$ cat config.mk
export PLATFORM = sky130hd
export DESIGN_NAME = mem_arbiter
export DESIGN_NICKNAME = d
export VERILOG_FILES = /design/src/rtl/mem_arbiter.sv
export SDC_FILE = /design/constraint.sdc
export NUM_CORES = 1
export LEC_CHECK = 0
export ABC_AREA = 1
export ABC_CLOCK_PERIOD_IN_PS = 2430
export BUFFER_PORTS_ARGS = -buffer_cell sky130_fd_sc_hd__buf_2
export CAP_MARGIN = 20
export CORE_MARGIN = 5
export CORE_UTILIZATION = 35
export CTS_BUF_LIST = sky130_fd_sc_hd__clkbuf_8
export CTS_CLUSTER_DIAMETER = 30
export DETAILED_ROUTE_END_ITERATION = 8
export PLACE_DENSITY = 0.87
export SKIP_LAST_GASP = 1
export SYNTH_ARGS = -nofsm -noshare
export SYNTH_HDL_FRONTEND = slang
export SYNTH_SLANG_ARGS = --single-unit
$ cat constraint.sdc
create_clock -name clock -period 2.43 [get_ports clock]
set_input_delay 0.243 -clock clock [delete_from_list [all_inputs] [get_ports clock]]
set_output_delay 0.243 -clock clock [all_outputs]
set_load 0.05 [all_outputs]
$ cat src/rtl/mem_arbiter.sv
// mem_arbiter: two-master arbiter in front of the single SSRAM controller port.
//
// The framebuffer has priority. A CPU request is guaranteed service after at
// most FB_MAX consecutive framebuffer transfers. A request that is issued and
// stalled keeps its grant until the controller accepts it, so held
// Avalon-style requests never change owner mid-transfer.
//
// Ports:
//   clock, reset          system clock, asynchronous active-high reset
//   cpu_*                 CPU master: id, address, read/write, data, byte mask,
//                         waitrequest out
//   fb_*                  framebuffer read master: address, read,
//                         waitrequest out, readdatavalid out
//   mem_*                 controller side: id, address, read/write, data,
//                         byte mask out; waitrequest, readdataid in
module mem_arbiter #(
   parameter logic [1:0]  ID_FB  = 2'd3,
   parameter int unsigned FB_MAX = 8,
   parameter int unsigned CNT_W  = 8
) (
   input  logic        clock,
   input  logic        reset,

   input  logic [1:0]  cpu_id,
   input  logic [29:0] cpu_address,
   input  logic        cpu_read,
   input  logic        cpu_write,
   input  logic [31:0] cpu_writedata,
   input  logic [3:0]  cpu_writedatamask,
   output logic        cpu_waitrequest,

   input  logic [29:0] fb_address,
   input  logic        fb_read,
   output logic        fb_waitrequest,
   output logic        fb_readdatavalid,

   output logic [1:0]  mem_id,
   output logic [29:0] mem_address,
   output logic        mem_read,
   output logic        mem_write,
   output logic [31:0] mem_writedata,
   output logic [3:0]  mem_writedatamask,
   input  logic        mem_waitrequest,
   input  logic [1:0]  mem_readdataid
);

   typedef enum logic [1:0] {
      OWN_NONE = 2'd0,
      OWN_CPU  = 2'd1,
      OWN_FB   = 2'd2
   } owner_t;

   localparam logic [CNT_W-1:0] FB_MAX_C = CNT_W'(FB_MAX);

   owner_t           owner;
   owner_t           sel;
   logic             lock;
   logic [CNT_W-1:0] streak;

   logic cpu_req;
   logic fb_req;
   logic accept;

   assign cpu_req = cpu_read | cpu_write;
   assign fb_req  = fb_read;
   assign accept  = (sel != OWN_NONE) && !mem_waitrequest;

   // Same-cycle selection; a stalled transfer keeps its owner.
   always_comb begin
      sel = OWN_NONE;
      if (lock)
         sel = owner;
      else if (fb_req && (!cpu_req || (streak < FB_MAX_C)))
         sel = OWN_FB;
      else if (cpu_req)
         sel = OWN_CPU;
   end

   // Output mux. The fb read strobe follows fb_read rather than a constant 1
   // so that a request withdrawn under lock presents an idle bus.
   always_comb begin
      mem_id            = '0;
      mem_address       = '0;
      mem_read          = 1'b0;
      mem_write         = 1'b0;
      mem_writedata     = cpu_writedata;
      mem_writedatamask = cpu_writedatamask;
      cpu_waitrequest   = 1'b1;
      fb_waitrequest    = 1'b1;
      case (sel)
         OWN_FB: begin
            mem_id         = ID_FB;
            mem_address    = fb_address;
            mem_read       = fb_read;
            fb_waitrequest = mem_waitrequest;
         end
         OWN_CPU: begin
            mem_id          = cpu_id;
            mem_address     = cpu_address;
            mem_read        = cpu_read;
            mem_write       = cpu_write;
            cpu_waitrequest = mem_waitrequest;
         end
         default: ;
      endcase
      if (reset) begin
         mem_id            = '0;
         mem_address       = '0;
         mem_read          = 1'b0;
         mem_write         = 1'b0;
         mem_writedata     = '0;
         mem_writedatamask = '0;
         cpu_waitrequest   = 1'b1;
         fb_waitrequest    = 1'b1;
      end
   end

   // Read data routing is purely by id, independent of the current grant.
   assign fb_readdatavalid = (mem_readdataid == ID_FB);

   always_ff @(posedge clock or posedge reset) begin
      if (reset) begin
         owner  <= OWN_NONE;
         lock   <= 1'b0;
         streak <= '0;
      end else begin
         owner <= sel;
         lock  <= (sel != OWN_NONE) && mem_waitrequest;
         if (!cpu_req)
            streak <= '0;
         else if (accept && (sel == OWN_CPU))
            streak <= '0;
         else if (accept && (sel == OWN_FB) && (streak != '1))
            streak <= streak + 1'b1;
      end
   end

endmodule

## Word level (Yosys, flattened, before mapping)

Cells that the tools add are included.

- Register bits after elaboration: 11
- Bits of input ports: 106
- Output and inout port bits: 73
- Logic and storage cells: 41

- $add $sub $neg: 1
- $lt $le $gt $ge: 1
- Eq/ne operators: 5
- Muxes and demuxes: 20
- Bitwise operators: 1
- Reductions and logical operators: 10

Operator list:

| operator | count |
|---|---|
| $pmux 30 s2 | 1 |
| $mux 32 | 1 |
| $mux 30 | 1 |
| $mux 8 | 3 |
| $add 8x1->8 const B | 1 |
| $lt 8x4->1 const B | 1 |
| $mux 1 | 8 |
| $ne 8x8->1 const B | 1 |
| $logic_and 1x1->1 | 6 |
| $mux 2 | 3 |
| $eq 2x2->1 const B | 2 |
| $mux 4 | 1 |
| $pmux 2 s2 | 1 |
| $ne 3x1->1 const B | 1 |
| $eq 2x1->1 const B | 1 |
| $logic_not 1->1 | 2 |
| $pmux 1 s2 | 1 |
| $reduce_bool 2->1 | 1 |
| $logic_or 1x1->1 | 1 |
| $or 1x1->1 | 1 |

## Depth between registers and ports, before layout

Gate-level depths: netlist (run 1).

- Word-level depth: 13
- Depth in mapped cells: 13

## Worst setup path after synthesis (run 1)

OpenSTA, ideal clock, no wires.

- Path kind: reg-to-output
- Start: register streak[6]
- End: output mem_address[0]
- Arrival time: 2,289 ps
- Required time: 2,187 ps
- Path slack: -102 ps
- Stages on the path, launching flop included: 11
- Path through: dfrtp_1 nor2_1 nand3_1 nand2_1 nand2_1 o21ai_1 inv_1 ha_1 nand2_1 buf_2 a21oi_1

- Longest elaborated chain between the ends: 8
- Elaborated cells between the ends (all ways): 9

Ends and longest elaborated chain:

| element | RTL line | RTL |
|---|---|---|
| start: declaration | 58 | `logic [CNT_W-1:0] streak;` |
| start signal: assignment | 134 | `streak <= streak + 1'b1;` |
| $lt 8x4->1 * | 73 | `else if (fb_req && (!cpu_req \|\| (streak < FB_MAX_C)))` |
| $logic_or 1x1->1 * | 73 |  |
| $logic_and 1x1->1 * | 73 |  |
| $mux 2 * | 73 |  |
| $mux 2 * | 71 | `if (lock)` |
| named net sel[1] | 56 | `owner_t sel;` |
| $eq 2x1->1 or $eq 2x2->1 (tied branches) | 90 | `case (sel)` |
| $pmux 30 s2 * | 90 |  |
| $mux 30 * | 106 | `if (reset) begin` |
| end: declaration | 38 | `output logic [29:0] mem_address,` |

The timed path passes the listed nets; every way through them passes the cells marked *.

## Worst setup path after layout (run 1)

- Start: register streak[7]
- End: output mem_address[6]

The elaborated chain is that of the path after synthesis.

==> results of run 1 <==
==> synthesized netlist by cell type (2+ instances only) <==
library cell	instances	area (um^2)
inv_1	47	176
nand4_1	2	12.5
nand2_2	2	12.5
nand2_4	2	22.5
o21ai_1	2	10.0
nor2_2	2	12.5
nor2_1	47	176
ha_1	4	50.1
inv_2	2	7.51
nand2_1	98	368
xnor2_1	2	17.5
a21oi_1	33	165
dfrtp_1	11	275
buf_2	13	65.1
nand3_1	7	35.0
nor2_4	3	33.8
o21ai_0	2	10.0
==> area by class of cell <==
type	count	area share, %
Clock buffer	3	1.42
Clock inverter	1	0.129
Inverter	49	6.30
Multi-Input combinational cell	211	38.8
Sequential cell	11	9.43
Tap cell	52	2.23
Timing Repair Buffer	194	41.7
==> tightest hold or removal path, cell delays in order <==
cell	delay [ns]
buf_2	0.13
inv_1	0.10
nor2_1	0.05
==> power groups by stage <==
stage	sequential [mW]	combinational [mW]	clock, mW
floorplan	0.205	0.510	0
global placement	0.207	0.709	0
detailed placement	0.207	0.715	0
CTS	0.205	0.753	0.189
global route	0.206	0.952	0.202
finish	0.205	0.899	0.184
==> worst paths after layout <==
| kind | startpoint | endpoint | slack, ns |
|---|---|---|---|
| min reg2reg | streak[3]$_DFFE_PP0P_ | streak[3]$_DFFE_PP0P_ | 0.53 |
| max | streak[7]$_DFFE_PP0P_ | mem_address[6] | -0.01 |
| min in group asynchronous | reset | owner[1]$_DFF_PP0_ | 0.46 |
| min | mem_waitrequest | lock$_DFF_PP0_ | 0.32 |
| max reg2reg | streak[7]$_DFFE_PP0P_ | streak[6]$_DFFE_PP0P_ | 0.26 |
| max in group asynchronous | reset | streak[1]$_DFFE_PP0P_ | 1.82 |
==> registers in the layout, indices dropped and copies added, names as in the netlist <==
name    flops
lock        1
owner       2
streak      8
==> logic make-up after synthesis <==
family / share of synthesized area (%)
fa+ha+maj: 3.25
flops: 17.9
buf+inv: 17.5
xor+xnor: 1.70
compound gates: 13.1
simple gates: 46.6
==> routing by layer <==
metal | share of wire [%] | track usage, % | wire length (um) | up-vias
met5 | 0 | 0 | 0 | -
met4 | 1.0 | 4.55 | 73 | 0
met3 | 9.6 | 4.85 | 696 | 10
met2 | 52 | 38.4 | 3760 | 139
met1 | 38 | 24.1 | 2740 | 1088
li1 | - | - | - | 1217
==> what timing repair did <==
item / CTS / global route
resized for setup: 39 / 37
pin swaps: 0 / 2
hold endpoints to repair: 0 / 0
setup buffers: 1 / 4
cloned: 0 / 4
setup endpoints to repair: 33 / 34
==> results.py, run 1 <==
metrics = {
    "critical_path": {
        "crit_arrival_ns": 2.20,
        "crit_top_cell": "nand2_1",
        "worst-path-buf-inv": 3,
        "rr_worst_depth": 13,
        "path_class": "flip-flop to output pin",
        "worstSetupStartpointType": "flip-flop",
        "cp_cell_sequence": "nor2_2 > nand3_1 > nand2_1 > nand2_1 > o21ai_2 > inv_2 > ha_4 > nand2_8 > clkbuf_16 > a21oi_1 > buf_4",
        "cp_num_cells": 11,
        "required_ns": 2.19,
        "crit_family": "buffers and inverters",
        "cp_slowest_cell": "dfrtp_1",
        "cp_max_fo": 8,
        "slowest_delay_ns": 0.42,
        "end_kind": "output pin",
    },
    "power": {
        "p_comb_share_pct": 69.8,
        "swShare_pct": 51.7,
        "switchingPower_uw": 666,
        "power_frac_seq_pct": 15.9,
        "p_leak_nw": 1.71,
        "p_clk_share_pct": 14.3,
        "internal_power_uw": 622,
        "fin_total_pwr_mw": 1.29,
        "power_density_nw_per_um2": 441,
        "ir_drop_uv": 225,
    },
    "drt": {
        "drt_iter0_markers": 112,
        "post_drt_wl_per_cell_um": 14.0,
        "vias": 2454,
        "drc": 0,
        "first_pass_iters": 4,
        "antenna_left": 0,
        "viasPerCell": 4.71,
        "drt-total-wl_um": 7270,
    },
    "synth": {
        "ys_types": 24,
        "yosysSeqAreaShare_pct": 17.9,
        "ys_ff_latch": 11,
        "syn_nets": 396,
        "yosysWarnings": 0,
        "async_flop_share_pct": 100,
        "postSynthCellCount": 286,
        "synth-edff-count": 0,
        "synth_ff_type": "dfrtp_1",
        "syn_area_um2": 1540,
        "avgSynthCellArea_um2": 5.39,
    },
    "timing": {
        "slew_headroom_pct": 59.3,
        "finalSetupViolations": 6,
        "fin_ws_ns": -0.0120,
        "fin_skew_ns": 0.00145,
        "period_share_pct": 100,
        "hold_viol_final": 0,
        "grt_setup_unrepaired": "yes",
        "min_period_ns": 2.44,
        "timing.hold.ws_ns": 0.316,
        "maxSlewViolCount": 0,
        "tightest_slew_ns": 0.611,
        "max_freq_ghz": 0.410,
        "finalSetupTns_ns": -0.0387,
    },
    "clock_tree": {
        "clkTransAtPathRegs_ns": 0.05,
        "root_buffer": "clkbuf_8",
        "clock_latency_ns": 0.24,
        "cts.sinks": 11,
        "cts_tree": "yes",
        "cts_buffers": 3,
        "h-tree-depth": 1,
        "clock_path_buffers": 2,
        "postCtsHoldBufs": 0,
    },
    "worst_hold_path": {
        "holdPathStages": 3,
        "hold_class": "input pin to flip-flop",
    },
    "finish": {
        "layout_commonest_cell": "buf_2",
        "nNetsFinal": 580,
        "antenna_cells": 0,
        "ff_latch_area_um2": 275,
        "layout_common_cells": "buf_2, nand2_1, inv_1",
        "multiInputGateArea_um2": 1130,
        "fin_cells": 521,
        "area_delta_synth_final_pct": 89.3,
        "drive_gt1_share_pct": 49.7,
        "nFillCells": 378,
        "final_area_um2": 2920,
        "utilization_pct": 67.5,
    },
    "die": {
        "die_area_um2": 5830,
        "core-area_um2": 4320,
        "ioPinCount": 179,
        "fp.dieW_um": 76.4,
        "rows": 24,
        "start_util_pct": 35.6,
        "die_h_um": 76.4,
    },
    "placement": {
        "pre_cts_slack_ns": 0.125,
        "dp.cells": 508,
        "globalplace.congestion": 0.897,
        "numPortBuffers": 178,
        "dp_hpwl_um": 5210,
        "place_area_um2": 2480,
    },
    "job": {
        "maxCapViolCount": 0,
    },
    "grt": {
        "grt_pass1_wl_um": 10300,
        "grt_usage_pct": 20.8,
        "grt_pass1_vias": 2129,
        "antenna_found_initial": 0,
        "gr-total-overflow": 0,
        "grt_max_degree": 39,
    },
    "run_status": {
        "outcome": "finished with violations",
        "violations": "setup timing",
    },
}
No activity file was read; power rests on OpenSTA's default activity.
==> inputs of run 2 (changes only) <==
--- a/config.mk
+++ b/config.mk
@@ -10,11 +10,11 @@
 export BUFFER_PORTS_ARGS = -buffer_cell sky130_fd_sc_hd__buf_2
 export CAP_MARGIN = 20
 export CORE_MARGIN = 5
-export CORE_UTILIZATION = 35
-export CTS_BUF_LIST = sky130_fd_sc_hd__clkbuf_8
+export CORE_UTILIZATION = 34
 export CTS_CLUSTER_DIAMETER = 30
+export CTS_CLUSTER_SIZE = 25
 export DETAILED_ROUTE_END_ITERATION = 8
-export PLACE_DENSITY = 0.87
+export PLACE_DENSITY = 0.85
 export SKIP_LAST_GASP = 1
 export SYNTH_ARGS = -nofsm -noshare
 export SYNTH_HDL_FRONTEND = slang
==> results.py, run 2 (synthesis results as in run 1) <==
metrics = {
    "run_status": {
        "outcome": "finished with violations",
        "violations": "setup timing",
    },
    "clock_tree": {
        "clock_latency_ns": 0.24,
        "root_buffer": "clkbuf_8",
        "cts.sinks": 11,
        "clock_path_buffers": 2,
        "h-tree-depth": 1,
        "cts_buffers": 3,
        "clkTransAtPathRegs_ns": 0.05,
        "cts_tree": "yes",
    },
    "power": {
        "ir_drop_uv": 214,
        "power_frac_seq_pct": 16.8,
        "p_comb_share_pct": 68.0,
        "power_density_nw_per_um2": 441,
        "internal_power_uw": 591,
        "swShare_pct": 51.8,
        "p_clk_share_pct": 15.2,
        "p_leak_nw": 1.66,
        "fin_total_pwr_mw": 1.23,
        "switchingPower_uw": 637,
    },
    "die": {
        "ioPinCount": 179,
        "die_h_um": 77.3,
        "rows": 24,
        "start_util_pct": 35.2,
        "core-area_um2": 4380,
        "die_area_um2": 5980,
        "fp.dieW_um": 77.3,
    },
    "timing": {
        "hold_viol_final": 0,
        "slew_headroom_pct": 59.5,
        "fin_ws_ns": -0.00966,
        "min_period_ns": 2.44,
        "finalSetupViolations": 1,
        "fin_skew_ns": 0.00373,
        "maxSlewViolCount": 0,
        "grt_setup_unrepaired": "yes",
        "timing.hold.ws_ns": 0.319,
        "tightest_slew_ns": 0.608,
        "max_freq_ghz": 0.410,
        "period_share_pct": 100,
    },
    "finish": {
        "nNetsFinal": 575,
        "antenna_cells": 0,
        "drive_gt1_share_pct": 47.8,
        "area_delta_synth_final_pct": 80.5,
        "layout_common_cells": "buf_2, nand2_1, inv_1",
        "nFillCells": 384,
        "layout_commonest_cell": "buf_2",
        "largest_register_ffs": 8,
        "regMostFlops": "streak",
        "utilization_pct": 63.5,
        "reg_top3": "streak (8), owner (2), lock (1)",
    },
    "drt": {
        "drc": 0,
        "vias": 2389,
        "antenna_left": 0,
        "post_drt_wl_per_cell_um": 13.5,
        "first_pass_iters": 5,
        "drt-total-wl_um": 6960,
        "viasPerCell": 4.63,
        "drt_iter0_markers": 82,
    },
    "worst_hold_path": {
        "hold_class": "input pin to flip-flop",
        "holdPathStages": 3,
    },
    "critical_path": {
        "required_ns": 2.19,
        "end_kind": "output pin",
        "rr_worst_depth": 13,
        "worstSetupStartpointType": "flip-flop",
        "path_class": "flip-flop to output pin",
        "cp_max_fo": 16,
        "crit_arrival_ns": 2.20,
    },
    "placement": {
        "pre_cts_slack_ns": 0.0997,
        "globalplace.congestion": 0.886,
        "dp_hpwl_um": 5260,
        "numPortBuffers": 178,
    },
    "job": {
        "maxCapViolCount": 0,
    },
    "grt": {
        "grt_usage_pct": 21.6,
        "grt_pass1_wl_um": 10700,
        "grt_pass1_vias": 2262,
        "antenna_found_initial": 0,
        "gr-total-overflow": 0,
        "grt_max_degree": 39,
    },
}
-- run 2: per-stage QoR --
| stage | std cells | setup TNS, ns | area, um^2 |
|---|---|---|---|
| 3_3_place_gp | 509 | 0 | 2480 |
| 3_5_place_dp | 509 | 0 | 2480 |
| 5_1_grt | 516 | -3.08 | 2780 |
| 4_1_cts | 515 | -0.0230 | 2680 |
| 2_1_floorplan | 286 | -3.05 | 1540 |
| 6_report | 516 | -0.00966 | 2780 |
-- run 2: cell type report --
type                    count  area, um^2  share of cell area [%]
clock buffers               4        45.0                    1.62
inverters                  49         184                    6.61
multi-input cells         211        1060                    38.3
flip-flops and latches     11         275                    9.89
well taps                  52        65.1                    2.34
repair buffers            189        1150                    41.3
-- run 2: final timing paths --
check,from,to,slack (ns)
min in group asynchronous,reset,lock$_DFF_PP0_,0.39
hold / removal,mem_waitrequest,lock$_DFF_PP0_,0.32
setup / recovery,streak[7]$_DFFE_PP0P_,mem_address[21],-0.01
max in group asynchronous,reset,streak[4]$_DFFE_PP0P_,1.87
setup reg to reg,streak[7]$_DFFE_PP0P_,streak[6]$_DFFE_PP0P_,0.24
hold reg to reg,streak[1]$_DFFE_PP0P_,streak[1]$_DFFE_PP0P_,0.53
-- run 2: routing by layer --
| layer | global-route usage, % | routed length, um | vias to the layer above |
|---|---|---|---|
| li1 | - | - | 1210 |
| met1 | 24.6 | 2550 | 1019 |
| met2 | 39.4 | 3510 | 143 |
| met3 | 4.86 | 720 | 17 |
| met4 | 7.04 | 178 | 0 |
| met5 | 0 | 0 | - |
-- run 2: repair_timing --
item | 4_1_cts | 5_1_grt
endpoints found under the hold margin | 0 | 0
hold buffers | 0 | 0
setup endpoints to repair | 33 | 34
cloned | 1 | 0
setup buffers | 1 | 1
pin swaps | 0 | 1
gates resized for setup | 43 | 24
-- run 2: power groups by stage --
| stage | sequential, mW | combinational (mW) | clock [mW] |
|---|---|---|---|
| 2_1_floorplan | 0.205 | 0.510 | 0 |
| 3_3_place_gp | 0.207 | 0.709 | 0 |
| 3_5_place_dp | 0.208 | 0.716 | 0 |
| 4_1_cts | 0.205 | 0.785 | 0.191 |
| 5_1_grt | 0.207 | 0.893 | 0.201 |
| 6_report | 0.206 | 0.835 | 0.187 |
-- run 2: worst max-delay path: stages (launching register included) --
cell and delay (ns):
dfrtp_1 0.41, nor2_2 0.11, nand3_1 0.12, nand2_1 0.08, nand2_1 0.06, o21ai_2 0.15
inv_1 0.11, ha_4 0.29, nand2_4 0.08, buf_16 0.17, a21oi_1 0.15, buf_4 0.22
==> inputs of run 3 (changes only) <==
--- a/config.mk
+++ b/config.mk
@@ -15,6 +15,7 @@
 export CTS_CLUSTER_SIZE = 25
 export DETAILED_ROUTE_END_ITERATION = 8
 export PLACE_DENSITY = 0.85
+export SKIP_CTS_REPAIR_TIMING = 1
 export SKIP_LAST_GASP = 1
 export SYNTH_ARGS = -nofsm -noshare
 export SYNTH_HDL_FRONTEND = slang
==> results.py, run 3 (synthesis results as in run 1) <==
metrics = {
    "run_status": {
        "outcome": "finished with violations",
        "violations": "setup timing",
    },
    "critical_path": {
        "cp_cell_sequence": "nor2_2 > nand3_1 > o21ai_1 > nor2_1 > nor2_2 > buf_4 > ha_4 > nand2_8 > clkbuf_16 > a21oi_2 > buf_6",
        "crit_top_cell": "nor2_2",
        "crit_family": "simple AND/OR/NAND/NOR gates",
        "crit_arrival_ns": 2.19,
        "path_class": "flip-flop to output pin",
        "end_kind": "output pin",
        "rr_worst_depth": 13,
        "cp_slowest_cell": "dfrtp_1",
        "cp_max_fo": 8,
        "r2r-end": "streak[6]$_DFFE_PP0P_",
        "worst-path-buf-inv": 3,
        "worstSetupStartpointType": "flip-flop",
        "regToRegStartpoint": "streak[7]$_DFFE_PP0P_",
        "slowest_delay_ns": 0.42,
        "reg2reg_slack_ns": 0.23,
        "required_ns": 2.19,
    },
    "finish": {
        "nFillCells": 358,
        "antenna_cells": 0,
        "nNetsFinal": 577,
        "largest_register_ffs": 8,
        "utilization_pct": 70.2,
        "drive_gt1_share_pct": 53.0,
        "layout_commonest_cell": "buf_2",
        "multiInputGateArea_um2": 1230,
        "ff_latch_area_um2": 275,
        "reg_top3": "streak (8), owner (2), lock (1)",
        "fin_cells": 518,
        "regMostFlops": "streak",
        "area_delta_synth_final_pct": 99.8,
        "layout_common_cells": "buf_2, nand2_1, inv_1",
    },
    "power": {
        "power_density_nw_per_um2": 440,
        "ir_drop_uv": 232,
        "fin_total_pwr_mw": 1.35,
        "p_comb_share_pct": 70.9,
        "power_frac_seq_pct": 15.2,
        "p_clk_share_pct": 13.9,
        "internal_power_uw": 651,
        "p_leak_nw": 1.70,
        "swShare_pct": 51.9,
        "switchingPower_uw": 703,
    },
    "placement": {
        "globalplace.congestion": 0.886,
        "dp_hpwl_um": 5260,
        "numPortBuffers": 178,
        "pre_cts_slack_ns": 0.0997,
        "dp.cells": 509,
    },
    "drt": {
        "viasPerCell": 4.64,
        "drt_iter0_markers": 67,
        "drc": 0,
        "vias": 2402,
        "antenna_left": 0,
        "post_drt_wl_per_cell_um": 14.7,
        "drt-total-wl_um": 7600,
        "first_pass_iters": 4,
    },
    "clock_tree": {
        "h-tree-depth": 1,
        "clock_path_buffers": 2,
        "cts.sinks": 11,
        "root_buffer": "clkbuf_8",
        "clock_latency_ns": 0.24,
        "clkTransAtPathRegs_ns": 0.05,
        "cts_tree": "yes",
        "cts_buffers": 3,
    },
    "timing": {
        "maxSlewViolCount": 0,
        "min_period_ns": 2.44,
        "tightest_slew_ns": 0.594,
        "hold_viol_final": 0,
        "timing.hold.ws_ns": 0.320,
        "max_freq_ghz": 0.410,
        "grt_setup_unrepaired": "yes",
        "finalSetupViolations": 4,
        "period_share_pct": 100,
        "slew_headroom_pct": 60.4,
        "fin_ws_ns": -0.00624,
        "fin_skew_ns": 0.00330,
    },
    "die": {
        "die_area_um2": 5980,
        "core-area_um2": 4380,
        "die_h_um": 77.3,
        "fp.dieW_um": 77.3,
        "ioPinCount": 179,
        "rows": 24,
        "start_util_pct": 35.2,
    },
    "worst_hold_path": {
        "min_from": "mem_waitrequest",
        "min_to": "lock$_DFF_PP0_",
        "holdPathStages": 3,
        "hold_class": "input pin to flip-flop",
    },
    "grt": {
        "antenna_found_initial": 0,
        "grt_pass1_wl_um": 10200,
        "gr-total-overflow": 0,
        "grt_pass1_vias": 2172,
        "grt_max_degree": 39,
        "grt_usage_pct": 20.4,
    },
    "job": {
        "maxCapViolCount": 0,
    },
}
run 3: tightest hold or removal path, delay by kind of cell:
family / cells / cell delay, ns
and+or+nand+nor: 1 / 0.05
buffers and inverters: 2 / 0.23
run 3: worst max path at each step:
| stage | slack [ns] | depth (start not counted) | startpoint | to |
|---|---|---|---|---|
| 6_report | -0.006 | 11 | streak[7]$_DFFE_PP0P_ | mem_address[14] |
| 5_1_grt | -0.15 | 11 | streak[5]$_DFFE_PP0P_ | mem_address[16] |
| 4_1_cts | -0.16 | 10 | streak[7]$_DFFE_PP0P_ | mem_address[16] |
| 3_5_place_dp | 0.1 | 11 | cpu_write | mem_address[16] |
| 3_3_place_gp | 0.15 | 11 | cpu_write | mem_address[16] |
| 2_1_floorplan | -0.10 | 10 | streak[6]$_DFFE_PP0P_ | mem_address[0] |
run 3: layout make-up:
| cell class | count | share of cell area, % |
|---|---|---|
| sequential | 11 | 8.94 |
| tap | 52 | 2.11 |
| timing repair buffer | 191 | 41.5 |
| multi-input combinational | 211 | 40.0 |
| inverter | 49 | 5.97 |
| clock buffer | 4 | 1.46 |
run 3: per-stage QoR:
step	cell area [um^2]	setup TNS, ns
floorplan	1540	-3.05
global placement	2480	0
detailed placement	2480	0
CTS	2530	-3.16
global route	3080	-3.21
finish	3080	-0.0180
run 3: layer usage:
metal	track usage, %	vias up	part of all wire, %
li1	-	1213	-
met4	7.39	0	2.4
met2	36.2	126	53
met3	4.63	16	8.7
met5	0	-	0
met1	23.9	1047	36
run 3: power groups by stage:
stage,logic (mW),clock network (mW),registers [mW]
2_1_floorplan,0.510,0,0.205
3_3_place_gp,0.709,0,0.207
3_5_place_dp,0.716,0,0.208
4_1_cts,0.720,0.191,0.205
5_1_grt,1.01,0.201,0.207
6_report,0.960,0.188,0.206
